File: config.mk
export PLATFORM = sky130hd
export DESIGN_NAME = classificar_ativo_par
export DESIGN_NICKNAME = d
export VERILOG_FILES = /design/src/rtl/classificar_ativo_par_pkg.sv /design/src/rtl/classificar_ativo_par_selecao_arvore.sv /design/src/rtl/classificar_ativo_par.sv
export SDC_FILE = /design/constraint.sdc
export NUM_CORES = 1
export LEC_CHECK = 0
export ABC_AREA = 1
export CAP_MARGIN = 10
export CELL_PAD_IN_SITES_DETAIL_PLACEMENT = 0
export CELL_PAD_IN_SITES_GLOBAL_PLACEMENT = 1
export CORE_ASPECT_RATIO = 1.5
export CORE_MARGIN = 2
export CORE_UTILIZATION = 40
export CTS_BUF_LIST = sky130_fd_sc_hd__clkbuf_16
export CTS_CLUSTER_DIAMETER = 40
export DETAILED_ROUTE_END_ITERATION = 16
export PLACE_DENSITY_LB_ADDON = 0.1
export SLEW_MARGIN = 20
export SYNTH_ARGS = -nofsm -noshare
export SYNTH_HDL_FRONTEND = slang
export SYNTH_SLANG_ARGS = --single-unit
export TNS_END_PERCENT = 10
File: constraint.sdc
create_clock -name clk -period 6.3 [get_ports clk]
set_input_delay 0.63 -clock clk [delete_from_list [all_inputs] [get_ports clk]]
set_output_delay 0.63 -clock clk [all_outputs]
set_load 0.005 [all_outputs]
File: src/rtl/classificar_ativo_par_pkg.sv
// Shared encodings and helpers for the parallel active-node classifier.
package classificar_ativo_par_pkg;

  localparam int unsigned MODO_MIN = 0;
  localparam int unsigned MODO_MAX = 1;

  typedef enum logic {
    OCIOSO = 1'b0,
    VARRE  = 1'b1
  } estado_t;

  // Number of scan passes needed to cover all nodes.
  function automatic int unsigned calc_npass(input int unsigned num_na, input int unsigned lanes);
    return (num_na + lanes - 1) / lanes;
  endfunction

  // Sentinel that loses every strict comparison in the chosen mode.
  function automatic logic [31:0] calc_sent(input int unsigned cw, input int unsigned modo);
    logic [63:0] w_um;
    w_um = 64'd1;
    if (modo == MODO_MAX) return 32'd0;
    return 32'((w_um << cw) - 64'd1);
  endfunction

endpackage

File: src/rtl/classificar_ativo_par_selecao_arvore.sv
// Combinational LANES-input reduction tree selecting the extreme valid criterion.
module selecao_arvore
  import classificar_ativo_par_pkg::*;
#(
  parameter int unsigned LANES = 2,
  parameter int unsigned CW    = 5,
  parameter int unsigned IW    = 3,
  parameter int unsigned MODO  = 0
) (
  input  logic [LANES-1:0]    i_valido,
  input  logic [LANES*CW-1:0] i_criterio,
  input  logic [LANES*IW-1:0] i_indice,
  output logic                o_valido_c,
  output logic [CW-1:0]       o_criterio_c,
  output logic [IW-1:0]       o_indice_c
);

  localparam int unsigned LV = $clog2(LANES);
  localparam int unsigned P  = 1 << LV;
  localparam int unsigned N  = 2 * P - 1;

  logic          w_v [N];
  logic [CW-1:0] w_c [N];
  logic [IW-1:0] w_i [N];

  // Heap layout: leaves at P-1.., left child always holds the lower indices.
  always_comb begin
    for (int l = 0; l < int'(P); l++) begin
      if (l < int'(LANES)) begin
        w_v[int'(P) - 1 + l] = i_valido[l];
        w_c[int'(P) - 1 + l] = i_criterio[l*int'(CW) +: int'(CW)];
        w_i[int'(P) - 1 + l] = i_indice[l*int'(IW) +: int'(IW)];
      end else begin
        w_v[int'(P) - 1 + l] = 1'b0;
        w_c[int'(P) - 1 + l] = '0;
        w_i[int'(P) - 1 + l] = '0;
      end
    end
    for (int k = 0; k < int'(P) - 1; k++) begin
      int  n;
      int  a;
      int  b;
      logic w_b_melhor;
      n = int'(P) - 2 - k;
      a = 2 * n + 1;
      b = 2 * n + 2;
      if (MODO == MODO_MAX) w_b_melhor = w_v[b] && (!w_v[a] || (w_c[b] > w_c[a]));
      else                  w_b_melhor = w_v[b] && (!w_v[a] || (w_c[b] < w_c[a]));
      w_v[n] = w_v[a] | w_v[b];
      w_c[n] = w_b_melhor ? w_c[b] : w_c[a];
      w_i[n] = w_b_melhor ? w_i[b] : w_i[a];
    end
  end

  assign o_valido_c   = w_v[0];
  assign o_criterio_c = w_c[0];
  assign o_indice_c   = w_i[0];

endmodule

File: src/rtl/classificar_ativo_par.sv
// Snapshot-based multi-lane classifier: finds the extreme criterion among active nodes.
module classificar_ativo_par
  import classificar_ativo_par_pkg::*;
#(
  parameter int unsigned NUM_NA         = 8,
  parameter int unsigned CRITERIO_WIDTH = 5,
  parameter int unsigned LANES          = 2,
  parameter int unsigned MODO_MAX       = 0
) (
  input  logic                             clk,
  input  logic                             rst_n,
  input  logic                             aa_atualizar_in,
  input  logic [NUM_NA-1:0]                na_ativo_in,
  input  logic [NUM_NA*CRITERIO_WIDTH-1:0] na_criterio_in,
  output logic                             ca_ocupado_o,
  output logic                             ca_pronto_o,
  output logic                             ca_vazio_o,
  output logic [CRITERIO_WIDTH-1:0]        ca_criterio_geral_out,
  output logic [$clog2(NUM_NA)-1:0]        ca_indice_out
);

  localparam int unsigned CW    = CRITERIO_WIDTH;
  localparam int unsigned IW    = $clog2(NUM_NA);
  localparam int unsigned NPASS = calc_npass(NUM_NA, LANES);
  localparam int unsigned NPAD  = NPASS * LANES;
  localparam int unsigned PW    = (NPASS > 1) ? $clog2(NPASS) : 1;
  localparam logic [CW-1:0] SENT = CW'(calc_sent(CW, MODO_MAX));

  estado_t                r_estado;
  logic [PW-1:0]          r_pass;
  logic [NUM_NA-1:0]      r_ativo;
  logic [NUM_NA*CW-1:0]   r_criterio;

  logic [NPAD-1:0]        w_ativo_pad;
  logic [NPAD*CW-1:0]     w_crit_pad;
  logic [LANES-1:0]       w_lane_val;
  logic [LANES*CW-1:0]    w_lane_crit;
  logic [LANES*IW-1:0]    w_lane_idx;
  logic                   w_arv_val;
  logic [CW-1:0]          w_arv_crit;
  logic [IW-1:0]          w_arv_idx;
  logic                   w_substitui;

  // Nodes beyond NUM_NA are padding and never valid.
  for (genvar n = 0; n < NPAD; n++) begin : g_pad
    if (n < NUM_NA) begin : g_real
      assign w_ativo_pad[n]          = r_ativo[n];
      assign w_crit_pad[n*CW +: CW]  = r_criterio[n*CW +: CW];
    end else begin : g_vazio
      assign w_ativo_pad[n]          = 1'b0;
      assign w_crit_pad[n*CW +: CW]  = '0;
    end
  end

  always_comb begin
    w_lane_val  = '0;
    w_lane_crit = '0;
    w_lane_idx  = '0;
    for (int p = 0; p < int'(NPASS); p++) begin
      if (r_pass == PW'(p)) begin
        w_lane_val  = w_ativo_pad[p*int'(LANES) +: int'(LANES)];
        w_lane_crit = w_crit_pad[p*int'(LANES*CW) +: int'(LANES*CW)];
        for (int l = 0; l < int'(LANES); l++)
          w_lane_idx[l*int'(IW) +: int'(IW)] = IW'(p*int'(LANES) + l);
      end
    end
  end

  selecao_arvore #(
    .LANES (LANES),
    .CW    (CW),
    .IW    (IW),
    .MODO  (MODO_MAX)
  ) u_arvore (
    .i_valido     (w_lane_val),
    .i_criterio   (w_lane_crit),
    .i_indice     (w_lane_idx),
    .o_valido_c   (w_arv_val),
    .o_criterio_c (w_arv_crit),
    .o_indice_c   (w_arv_idx)
  );

  // Running best keeps ties, since earlier passes carry lower indices.
  always_comb begin
    w_substitui = 1'b0;
    if (w_arv_val) begin
      if (ca_vazio_o)               w_substitui = 1'b1;
      else if (MODO_MAX == MODO_MAX_C()) w_substitui = (w_arv_crit > ca_criterio_geral_out);
      else                          w_substitui = (w_arv_crit < ca_criterio_geral_out);
    end
  end

  function automatic int unsigned MODO_MAX_C();
    return classificar_ativo_par_pkg::MODO_MAX;
  endfunction

  always_ff @(posedge clk or negedge rst_n) begin
    if (!rst_n) begin
      r_estado              <= OCIOSO;
      r_pass                <= '0;
      r_ativo               <= '0;
      r_criterio            <= '0;
      ca_ocupado_o          <= 1'b0;
      ca_pronto_o           <= 1'b0;
      ca_vazio_o            <= 1'b1;
      ca_criterio_geral_out <= SENT;
      ca_indice_out         <= '0;
    end else if (aa_atualizar_in) begin
      r_estado              <= VARRE;
      r_pass                <= '0;
      r_ativo               <= na_ativo_in;
      r_criterio            <= na_criterio_in;
      ca_ocupado_o          <= 1'b1;
      ca_pronto_o           <= 1'b0;
      ca_vazio_o            <= 1'b1;
      ca_criterio_geral_out <= SENT;
      ca_indice_out         <= '0;
    end else if (r_estado == VARRE) begin
      if (w_substitui) begin
        ca_vazio_o            <= 1'b0;
        ca_criterio_geral_out <= w_arv_crit;
        ca_indice_out         <= w_arv_idx;
      end
      if (r_pass == PW'(NPASS - 1)) begin
        r_estado     <= OCIOSO;
        r_pass       <= '0;
        ca_ocupado_o <= 1'b0;
        ca_pronto_o  <= 1'b1;
      end else begin
        r_pass <= r_pass + PW'(1);
      end
    end
  end

endmodule

==> run_results.csv, run 1 <==
group,metric,value,unit
clock_network,cts.path.max_buffers,2,
synthesis,synth_top_family_by_area,"simple AND/OR/NAND/NOR gates",
synthesis,synth_top_area_share,0.453,
synthesis,ys.flop_type,"dfrtp_1",
placed_design,place.gp.congestion,0.890,
critical_path,startpoint,"r_pass[1]$_DFFE_PN0P_",
synthesis,syn_nets,456,
floorplan,io_pins,62,
placed_design,portBuffers,61,
clock_network,cts_max_level,3,
finish,layout.cells.non_filler,556,
route,via_per_inst,4.78,
route,drt_iter0_markers,91,
synthesis,synth_cells,392,
critical_path,endpoint_kind,"register",
synthesis,synth_most_common_cell,"nand2_1",
timing,fmax,239,MHz
power,vdd_drop_max,0.000210,V
run_status,outcome,"finished clean",
global_route,grt_pass1_vias,2662,
placed_design,place_inst,540,
clock_network,cts_hold_buf,0,
power,powerDensity,409,nW/um^2
route,dr_total_vias,2660,
synthesis,yosys.area_share.simple,0.284,
synthesis,avgSynthCellArea,7.90,sq um
timing,grt_setup_unrepaired,"false",
critical_path,startpoint_type,"register",
critical_path,critPathKind,"reg -> reg",
critical_path,rr_startpoint,"r_pass[1]$_DFFE_PN0P_",
synthesis,yosysSeqAreaShare,0.503,
route,drc_errors,0,
synthesis,synthMuxAreaShare,0,
global_route,antenna_found_initial,0,
timing,maxSlewViolCount,0,
global_route,grt_first_pass_wirelength,12400,um
finish,nNetsFinal,513,
clock_network,path_clk_slew,0.05,ns
timing,slew_headroom,0.478,
synthesis,ys_warn_count,0,
clock_network,post_cts_buffers,0,
critical_path,worstPathRequired,6.57,ns
synthesis,yosys.area_share.xor_xnor,0,
synthesis,synth_compound_area_frac,0.0994,
timing,hold_viol,0,
synthesis,yosys-top-cells-area,"dfrtp_1, nand2_1, ha_1",
synthesis,synth_largest_area_cell,"dfrtp_1",
route,wl_per_cell,13.2,um
critical_path,arrival,4.46,ns
timing,skew,0.00583,ns
floorplan,dieArea,8480,sq um
power,total_power,1670,uW
finish,antennaDiodeCount,0,
clock_network,cts-resized-gates,0,
timing,finalSetupViolCount,0,
placed_design,dp_hpwl,5470,um
global_route,grt-ovfl-total,0,
synthesis,async_reset_ff_frac,1.00,
synthesis,synth_edf_count,0,
floorplan,dieWidth,75.8,um
route,antenna_left,0,
power,p_leak,0.00204,uW
critical_path,cp_max_fo,12,
floorplan,chipHeight,112,um
global_route,grt_max_degree,66,
timing,setup-tns-final,0,ns
finish,area_growth,32.0,%
route,drtPass1Iterations,4,
min_path,min_path_type,"in -> async",
finish,fill_cells,747,
clock_network,cts_tree,"done",
finish,multi_input_area,1350,sq um
timing,min_period_over_period,0.665,
clock_network,insertion_delay,0.32,ns
job,cap_violations,0,
finish,seq_area,1560,sq um
clock_network,numCtsBuffers,9,
synthesis,ys_ff_latch,62,
synthesis,netlist_area,3100,sq um
finish,drive_gt1_frac,0.0837,
timing,period_needed,4.19,ns
synthesis,synth_common_cells,"nand2_1, dfrtp_1, inv_1, o21ai_0, nand3_1",
global_route,grtUsageTotal,0.192,
synthesis,synth_fa_ha_area_frac,0.0525,
synthesis,ys_types,28,
floorplan,row_count,39,
floorplan,start_util,0.409,
clock_network,cts.sinks,62,
route,routed_wirelength,7360,um
clock_network,cts_root_buffer,"clkbuf_16",
floorplan,core_area,7560,sq um
timing,tightest_slew,0.782,ns
-- critical path: stages, from the launching register on --
cell and delay (ns):
dfrtp_1 0.40, inv_1 0.14, ha_1 0.41, inv_1 0.27, nand3_1 0.12, o21ai_0 0.12, a221oi_1 0.39, ha_1 0.32
a21oi_1 0.15, o21a_1 0.13, nand2_1 0.05, nand2_1 0.07, nand2_1 0.08, inv_2 0.12, nand2_1 0.06, o21ai_0 0.12
ha_1 0.29, a21oi_1 0.14, nor2_1 0.05, a211oi_1 0.17, nand2_1 0.09, nand2_2 0.11, nand2_4 0.11, nand2_4 0.11
nand2_1 0.05, nand2_1 0.06
-- layout by cell type, fill, tap and decap left out, types with 2 or more instances in the layout --
master / count
clkinv_2: 2
nand2_1: 170
bufinv_16: 2
o21ai_0: 27
clkinvlp_4: 2
a22oi_1: 3
o21ai_1: 2
ha_1: 13
nand2_2: 2
nor2_1: 11
nor2_2: 2
or2_1: 4
inv_2: 3
dfrtp_1: 56
a31oi_1: 3
nand4_1: 4
buf_2: 2
clkinv_1: 2
o22ai_1: 3
a221oi_1: 3
inv_1: 27
clkdlybuf4s50_1: 59
buf_4: 3
nand3_1: 19
clkbuf_16: 9
a21oi_1: 8
dfstp_2: 6
nand2_4: 2
-- cell type report --
| class | instances | share of cell area |
|---|---|---|
| clock buffers | 9 | 0.0551 |
| clock inverters | 7 | 0.0217 |
| inverters | 31 | 0.0285 |
| multi-input cells | 281 | 0.330 |
| flip-flops and latches | 62 | 0.381 |
| well taps | 102 | 0.0312 |
| repair buffers | 64 | 0.152 |
-- through the flow --
step	hold slack (ns)	worst slack, ns	utilization	cell area, sq um
CTS	0.473	2.07	0.541	4090
finish	0.469	2.11	0.541	4090
global route	0.492	1.74	0.541	4090
floorplan	0.334	2.93	-	3100
global placement	0.453	2.23	0.499	3770
detailed placement	0.459	2.08	0.499	3770
-- routing by layer --
layer  up-vias  GRT usage  share of wire
met4         0     0.0678          0.015
met5         -          0              0
met1      1238      0.236           0.42
met3        10     0.0434          0.033
met2        51      0.322           0.53
li1       1361          -              -
-- state kept, by name (all words and copies together) (netlist names) --
register / count
ca_criterio_geral_out: 5
ca_indice_out: 3
ca_ocupado_o: 1
ca_pronto_o: 1
ca_vazio_o: 1
r_ativo: 8
r_criterio: 40
r_estado: 1
r_pass: 2
-- kinds of logic after synthesis --
kind of cell / after synthesis
AND/OR/NAND/NOR: 215
flip-flops: 62
AO/OA/AOI/OAI: 53
buffers and inverters: 49
adder cells (fa/ha/maj): 13
-- worst paths after layout --
kind | to | slack [ns] | cells past startpoint
worst min register to register | r_criterio[19]$_DFFE_PN0P_ | 0.47 | 2
min in group clk | r_criterio[19]$_DFFE_PN0P_ | 0.47 | 2
worst max register to register | ca_criterio_geral_out[3]$_DFFE_PN1P_ | 2.11 | 25
max in group asynchronous | r_ativo[7]$_DFFE_PN0P_ | 5.31 | 2
worst min-delay path | r_criterio[30]$_DFFE_PN0P_ | 0.47 | 2
worst max-delay path | ca_criterio_geral_out[3]$_DFFE_PN1P_ | 2.11 | 25
-- where the power goes --
group / total [uW] / switching (uW) / internal (uW)
registers: 517 / 41.8 / 476
clock network: 517 / 175 / 343
logic: 637 / 373 / 264
total: 1670 / 589 / 1080
(Power assumes the default switching activity.)
==> inputs of run 2 (changes only) <==
--- a/config.mk
+++ b/config.mk
@@ -11,7 +11,7 @@
 export CELL_PAD_IN_SITES_GLOBAL_PLACEMENT = 1
 export CORE_ASPECT_RATIO = 1.5
 export CORE_MARGIN = 2
-export CORE_UTILIZATION = 40
+export CORE_UTILIZATION = 38
 export CTS_BUF_LIST = sky130_fd_sc_hd__clkbuf_16
 export CTS_CLUSTER_DIAMETER = 40
 export DETAILED_ROUTE_END_ITERATION = 16
==> constraint.sdc (replaced) <==
create_clock -name clk -period 4.4 [get_ports clk]
set_input_delay 0.44 -clock clk [delete_from_list [all_inputs] [get_ports clk]]
set_output_delay 0.44 -clock clk [all_outputs]
set_load 0.005 [all_outputs]
==> run 2 against run 1 <==
Compared with the run above:
- critical path type unchanged
- critical path depth decreased by 1
- sequential cell count unchanged
- clock skew decreased by 0.0020 ns
- via count decreased by 0.26%
- sequential share of layout area decreased by 0.17 points
- non-clock buffer count increased by 5
- utilization decreased by 2.4 points
- hold slack got worse by 0.19 ns
- combinational power increased by 47%
- design area increased by 0.46%
- highest routed layer unchanged
==> run_results.csv, run 2 (synthesis gave the netlist of run 1 again) <==
group,metric,value,unit
clock_network,cts_tree,"done",
route,drtPass1Iterations,4,
critical_path,rr_startpoint,"r_pass[1]$_DFFE_PN0P_",
critical_path,r2r_slack,0.52,ns
timing,slew_headroom,0.482,
power,powerDensity,575,nW/um^2
critical_path,cp_max_fo,12,
route,drt_iter0_markers,100,
clock_network,post_cts_buffers,0,
timing,maxSlewViolCount,0,
global_route,grt_max_degree,66,
timing,hold_slack,0.280,ns
critical_path,worstPathRequired,4.67,ns
finish,drive_gt1_frac,0.0937,
route,drc_errors,0,
clock_network,path_clk_slew,0.05,ns
route,routed_wirelength,7500,um
critical_path,cp_cell_sequence,"inv_1, ha_1, inv_1, o21ai_0, a221oi_1, ha_1, a21oi_1, o21a_1, nand2_1, nand2_1, nand2_1, inv_2, nand2_1, o21ai_0, ha_1, a21oi_1, nor2_1, a211oi_1, nand2_1, nand2_2, nand2_4, nand2_4, nand2_1, nand2_1",
finish,antennaDiodeCount,0,
run_status,outcome,"finished clean",
placed_design,pre_cts_ws,0.509,ns
critical_path,critPathBufInv,3,
timing,hold_viol,0,
power,p_leak,0.00205,uW
critical_path,crit_slowest_cell,"a221oi_1",
finish,reg_top3,"r_criterio: 40 flops, r_ativo: 8 flops, ca_criterio_geral_out: 5 flops",
clock_network,insertion_delay,0.33,ns
timing,setup-tns-final,0,ns
finish,area_growth,32.6,%
min_path,min_path_type,"in -> async",
timing,skew,0.00381,ns
clock_network,numCtsBuffers,9,
critical_path,startpoint,"r_pass[1]$_DFFE_PN0P_",
finish,multi_input_area,1350,sq um
route,dr_total_vias,2653,
placed_design,placed_area,3820,sq um
clock_network,cts_hold_buf,0,
clock_network,cts.sinks,62,
finish,layout_common_cells,"nand2_1, clkdlybuf4s50_1, dfrtp_1, inv_1, o21ai_0",
power,vdd_drop_max,0.000276,V
finish,nNetsFinal,518,
floorplan,dieArea,8900,sq um
clock_network,cts-resized-gates,0,
route,via_per_inst,4.70,
finish,layout.cells.non_filler,564,
timing,min_period_over_period,0.881,
placed_design,portBuffers,61,
global_route,grtUsageTotal,0.188,
finish,fill_cells,794,
clock_network,cts_root_buffer,"clkbuf_16",
finish,mostFrequentLayoutCell,"nand2_1",
global_route,grt-ovfl-total,0,
timing,finalSetupViolCount,0,
finish,largest_register_ffs,40,
critical_path,critPathMaxStageDelay,0.40,ns
route,antenna_left,0,
timing,fmax,258,MHz
timing,grt_setup_unrepaired,"false",
route,wl_per_cell,13.3,um
timing,period_needed,3.88,ns
global_route,antenna_found_initial,0,
floorplan,start_util,0.389,
placed_design,place_inst,548,
timing,fin_ws,0.522,ns
global_route,grt_pass1_vias,2765,
floorplan,chipHeight,115,um
critical_path,r2r-end,"ca_criterio_geral_out[1]$_DFFE_PN1P_",
job,cap_violations,0,
global_route,grt_first_pass_wirelength,13000,um
finish,top_register,"r_criterio",
placed_design,place.gp.congestion,0.841,
clock_network,cts.path.max_buffers,2,
floorplan,core_area,7960,sq um
finish,seq_area,1560,sq um
critical_path,worstRegToRegCells,24,
floorplan,io_pins,62,
critical_path,endpoint_kind,"register",
critical_path,startpoint_type,"register",
critical_path,critPathKind,"reg -> reg",
critical_path,arrival,4.15,ns
critical_path,crit_family,"compound AO/OA/AOI/OAI gates",
finish,final_area,4110,sq um
floorplan,dieWidth,77.7,um
critical_path,path_common_cell,"nand2_1",
floorplan,row_count,40,
placed_design,dp_hpwl,5480,um
timing,tightest_slew,0.777,ns
clock_network,cts_max_level,3,
==> run 2: changes by cell type in the layout (fill, tap and decap cells not counted), sizes merged <==
cell and change:
inv +1, clkinv -1, bufinv -1, buf +5
clkinvlp +1
==> run 2: stage by stage <==
stage                util  total power [uW]
floorplan               -              1350
global placement    0.480              1690
detailed placement  0.480              1690
CTS                 0.516              2400
global route        0.516              2550
finish              0.516              2360
==> run 2: worst max path at each step <==
stage	to	slack, ns	cells after the start
3_5_place_dp	ca_criterio_geral_out[1]$_DFFE_PN1P_	0.51	24
6_report	ca_criterio_geral_out[1]$_DFFE_PN1P_	0.52	24
2_1_floorplan	ca_indice_out[0]$_DFFE_PN0P_	1.03	24
5_1_grt	ca_criterio_geral_out[0]$_DFFE_PN1P_	0.10	24
3_3_place_gp	ca_criterio_geral_out[0]$_DFFE_PN1P_	0.57	24
4_1_cts	ca_criterio_geral_out[1]$_DFFE_PN1P_	0.49	24
==> run 2: power by group <==
| group | internal, uW | switching (uW) | leakage [uW] |
|---|---|---|---|
| clock network | 433 | 254 | 0.000139 |
| logic | 394 | 542 | 0.00117 |
| registers | 681 | 56.6 | 0.000746 |
==> run 2: area by class of cell <==
cell class	count	area share
inverters	31	0.0283
repair buffers	69	0.161
multi-input cells	281	0.328
well taps	105	0.0320
clock inverters	7	0.0161
clock buffers	9	0.0548
flip-flops and latches	62	0.380
==> run 2: layer usage <==
metal	vias up	global-route usage	part of all wire
li1	1373	-	-
met1	1226	0.219	0.43
met2	48	0.337	0.52
met3	6	0.0434	0.033
met4	0	0.0643	0.012
met5	-	0	0
==> run 2: worst reg2reg max path, delay by kind of cell (launching register included) <==
family | cells | cell delay (ns)
adders and majority gates | 3 | 0.81
DFF | 1 | 0.38
and+or+nand+nor | 11 | 0.84
AOI/OAI and AO/OA | 7 | 1.31
buffers and inverters | 3 | 0.50
==> inputs of run 3 (changes only) <==
--- a/config.mk
+++ b/config.mk
@@ -5,13 +5,12 @@
 export SDC_FILE = /design/constraint.sdc
 export NUM_CORES = 1
 export LEC_CHECK = 0
-export ABC_AREA = 1
 export CAP_MARGIN = 10
 export CELL_PAD_IN_SITES_DETAIL_PLACEMENT = 0
 export CELL_PAD_IN_SITES_GLOBAL_PLACEMENT = 1
 export CORE_ASPECT_RATIO = 1.5
 export CORE_MARGIN = 2
-export CORE_UTILIZATION = 38
+export CORE_UTILIZATION = 40
 export CTS_BUF_LIST = sky130_fd_sc_hd__clkbuf_16
 export CTS_CLUSTER_DIAMETER = 40
 export DETAILED_ROUTE_END_ITERATION = 16
==> constraint.sdc (replaced) <==
create_clock -name clk -period 4.4 [get_ports clk]
set_input_delay 0.88 -clock clk [delete_from_list [all_inputs] [get_ports clk]]
set_output_delay 0.88 -clock clk [all_outputs]
set_load 0.005 [all_outputs]
==> run 3 against run 2 <==
Compared with the run above:
- total power grew 29%
- clock power is essentially flat
- hold slack gained 0.20 ns
- utilization grew 9.1 points
- combinational power grew 74%
- setup slack lost 0.41 ns
- via count shrank 7.4%
- fmax shrank 9.5%
- largest power group unchanged
- highest routed layer unchanged
==> run_results.csv, run 3 <==
group,metric,value,unit
run_status,outcome,"finished clean",
synthesis,yosys-top-cells-area,"dfrtp_1, mux2_2, ha_1",
synthesis,yosys.area_share.xor_xnor,0,
floorplan,core_area,7610,sq um
clock_network,numCtsBuffers,9,
finish,area_growth,47.0,%
finish,top_register,"r_criterio",
power,p_int,1960,uW
synthesis,ys.flop_type,"dfrtp_1",
critical_path,endpoint_kind,"register",
clock_network,insertion_delay,0.33,ns
synthesis,yosys.area_share.simple,0.0951,
synthesis,synth_most_common_cell,"dfrtp_1",
finish,layout_common_cells,"clkdlybuf4s50_1, dfrtp_1, mux2_2, buf_4",
route,drtPass1Iterations,4,
floorplan,dieArea,8600,sq um
synthesis,ys_ff_latch,62,
synthesis,syn_nets,342,
timing,hold_viol,0,
min_path,min_path_type,"reg -> reg",
synthesis,synthMuxAreaShare,0.191,
global_route,grtUsageTotal,0.183,
floorplan,start_util,0.413,
finish,antennaDiodeCount,0,
power,pwr-share-seq,0.240,
clock_network,cts_tree,"done",
floorplan,chipHeight,113,um
finish,final_core_util,0.607,
power,p_sw,1090,uW
power,pwr-share-clk,0.226,
route,drc_errors,0,
global_route,grt_max_degree,48,
finish,nNetsFinal,431,
critical_path,worstRegToRegCells,20,
synthesis,synth_top_family_by_area,"multiplexers",
global_route,grt-ovfl-total,0,
critical_path,critPathKind,"reg -> reg",
power,vdd_drop_max,0.000357,V
synthesis,synth_top_area_share,0.446,
power,combPwrFrac,0.534,
timing,tightest_slew,1.04,ns
critical_path,cp_max_fo,7,
synthesis,synth_edf_count,0,
critical_path,startpoint_type,"register",
synthesis,avgSynthCellArea,11.3,sq um
global_route,grt_pass1_vias,2520,
route,antenna_left,0,
synthesis,async_reset_ff_frac,1.00,
route,via_per_inst,5.18,
timing,period_needed,4.29,ns
synthesis,synth_cells,278,
timing,grt_setup_unrepaired,"true",
min_path,hold_depth,1,
synthesis,netlist_area,3140,sq um
power,powerDensity,659,nW/um^2
finish,fill_cells,658,
timing,skew,0.00779,ns
clock_network,cts_hold_buf,0,
synthesis,synth_compound_area_frac,0.129,
global_route,antenna_found_initial,0,
clock_network,cts_max_level,3,
timing,finalSetupViolCount,0,
critical_path,arrival,4.54,ns
power,swShare,0.358,
floorplan,dieWidth,76.4,um
route,wl_per_cell,15.4,um
clock_network,cts.path.max_buffers,2,
finish,reg_top3,"r_criterio: 40 flops, r_ativo: 8 flops, ca_criterio_geral_out: 5 flops",
job,cap_violations,0,
clock_network,cts_root_buffer,"clkbuf_16",
placed_design,portBuffers,61,
placed_design,pre_cts_ws,-0.132,ns
floorplan,io_pins,62,
timing,slew_headroom,0.309,
synthesis,ys_warn_count,0,
timing,fmax,233,MHz
route,routed_wirelength,7320,um
clock_network,path_clk_slew,0.05,ns
synthesis,synth_largest_area_cell,"dfrtp_1",
synthesis,yosysSeqAreaShare,0.496,
placed_design,dp_hpwl,5190,um
clock_network,cts.sinks,62,
route,drt_iter0_markers,82,
critical_path,worstPathRequired,4.66,ns
floorplan,row_count,39,
finish,mostFrequentLayoutCell,"clkdlybuf4s50_1",
global_route,grt_first_pass_wirelength,12300,um
timing,hold_slack,0.484,ns
placed_design,place.gp.congestion,0.830,
synthesis,synth_fa_ha_area_frac,0.0517,
timing,setup-tns-final,0,ns
timing,min_period_over_period,0.974,
finish,largest_register_ffs,40,
timing,fin_ws,0.114,ns
synthesis,synth_common_cells,"dfrtp_1, mux2_2, a21oi_1",
timing,maxSlewViolCount,0,
power,p_leak,0.00196,uW
route,dr_total_vias,2456,
synthesis,ys_types,39,
finish,drive_gt1_frac,0.409,
==> run 3: cell count changes after synthesis, sizes merged, moves of 10 or more <==
| cell | delta |
|---|---|
| nand2 | -155 |
| mux2 | +48 |
| o21ai | -27 |
| a21oi | +20 |
| nand3 | -19 |
| inv | -17 |
| nor2 | +11 |
| nand3b | +10 |
==> run 3: cell families after synthesis <==
group / after synthesis
flip-flops: 62
AO/OA/AOI/OAI: 61
AND/OR/NAND/NOR: 60
multiplexers: 54
buffers and inverters: 28
adder cells (fa/ha/maj): 13
==> run 3: cell type report <==
type	instances	area, sq um	share of cell area
timing repair buffer	92	857	0.185
clock inverter	7	65.1	0.0141
tap	102	128	0.0276
sequential	62	1560	0.337
inverter	13	48.8	0.0106
multi-input combinational	189	1740	0.376
clock buffer	9	225	0.0487
==> run 3: final timing paths <==
| check | start | endpoint | slack, ns |
|---|---|---|---|
| max | r_pass[1]$_DFFE_PN0P_ | ca_criterio_geral_out[1]$_DFFE_PN1P_ | 0.11 |
| min | ca_ocupado_o$_DFFE_PN0P_ | ca_ocupado_o$_DFFE_PN0P_ | 0.48 |
| max reg2reg | r_pass[1]$_DFFE_PN0P_ | ca_criterio_geral_out[1]$_DFFE_PN1P_ | 0.11 |
| min reg2reg | ca_ocupado_o$_DFFE_PN0P_ | ca_ocupado_o$_DFFE_PN0P_ | 0.48 |
| max in group asynchronous | rst_n | ca_criterio_geral_out[0]$_DFFE_PN1P_ | 2.83 |
| min in group asynchronous | rst_n | r_ativo[5]$_DFFE_PN0P_ | 0.66 |
==> run 3: timing repair <==
item | CTS | global route
resized for setup | 20 | 36
gates cloned | 1 | 0
pin swaps | 7 | 24
endpoints found under the setup margin | 7 | 8
setup buffers | 2 | 10
==> run 3: per-stage QoR <==
| step | area [sq um] | power [uW] | instances |
|---|---|---|---|
| floorplan | 3160 | 1490 | 278 |
| global placement | 3970 | 1870 | 445 |
| CTS | 4380 | 2710 | 464 |
| global route | 4620 | 3240 | 474 |
| finish | 4620 | 3050 | 474 |
| detailed placement | 3970 | 1880 | 445 |
==> run 3: routing by layer <==
metal | up-vias | track usage | wire, um
met5 | - | 0 | 0
met4 | 0 | 0.0667 | 164
met1 | 1213 | 0.227 | 3100
met3 | 14 | 0.0458 | 246
li1 | 1174 | - | -
met2 | 55 | 0.310 | 3810
==> run 3: worst max-delay path: stages (launching register included) <==
cell	delay (ns)
dfrtp_1	0.39
buf_4	0.16
ha_4	0.19
buf_4	0.16
a21oi_2	0.13
nor2_1	0.06
a21oi_2	0.22
ha_4	0.25
a21o_1	0.19
a21oi_4	0.19
a211oi_4	0.09
nor3_4	0.27
mux2i_2	0.28
ha_1	0.28
a21o_1	0.17
a21o_1	0.18
a21oi_2	0.18
o221ai_2	0.19
a31oi_4	0.29
nor2_1	0.07
a211o_1	0.26
==> run 3: power by group through the flow <==
stage / logic [uW] / clock network, uW / registers [uW]
after global placement: 1130 / 0 / 736
after floorplan: 758 / 0 / 728
after global routing: 1770 / 728 / 744
after CTS: 1280 / 696 / 731
final: 1630 / 688 / 732
after detailed placement: 1140 / 0 / 737
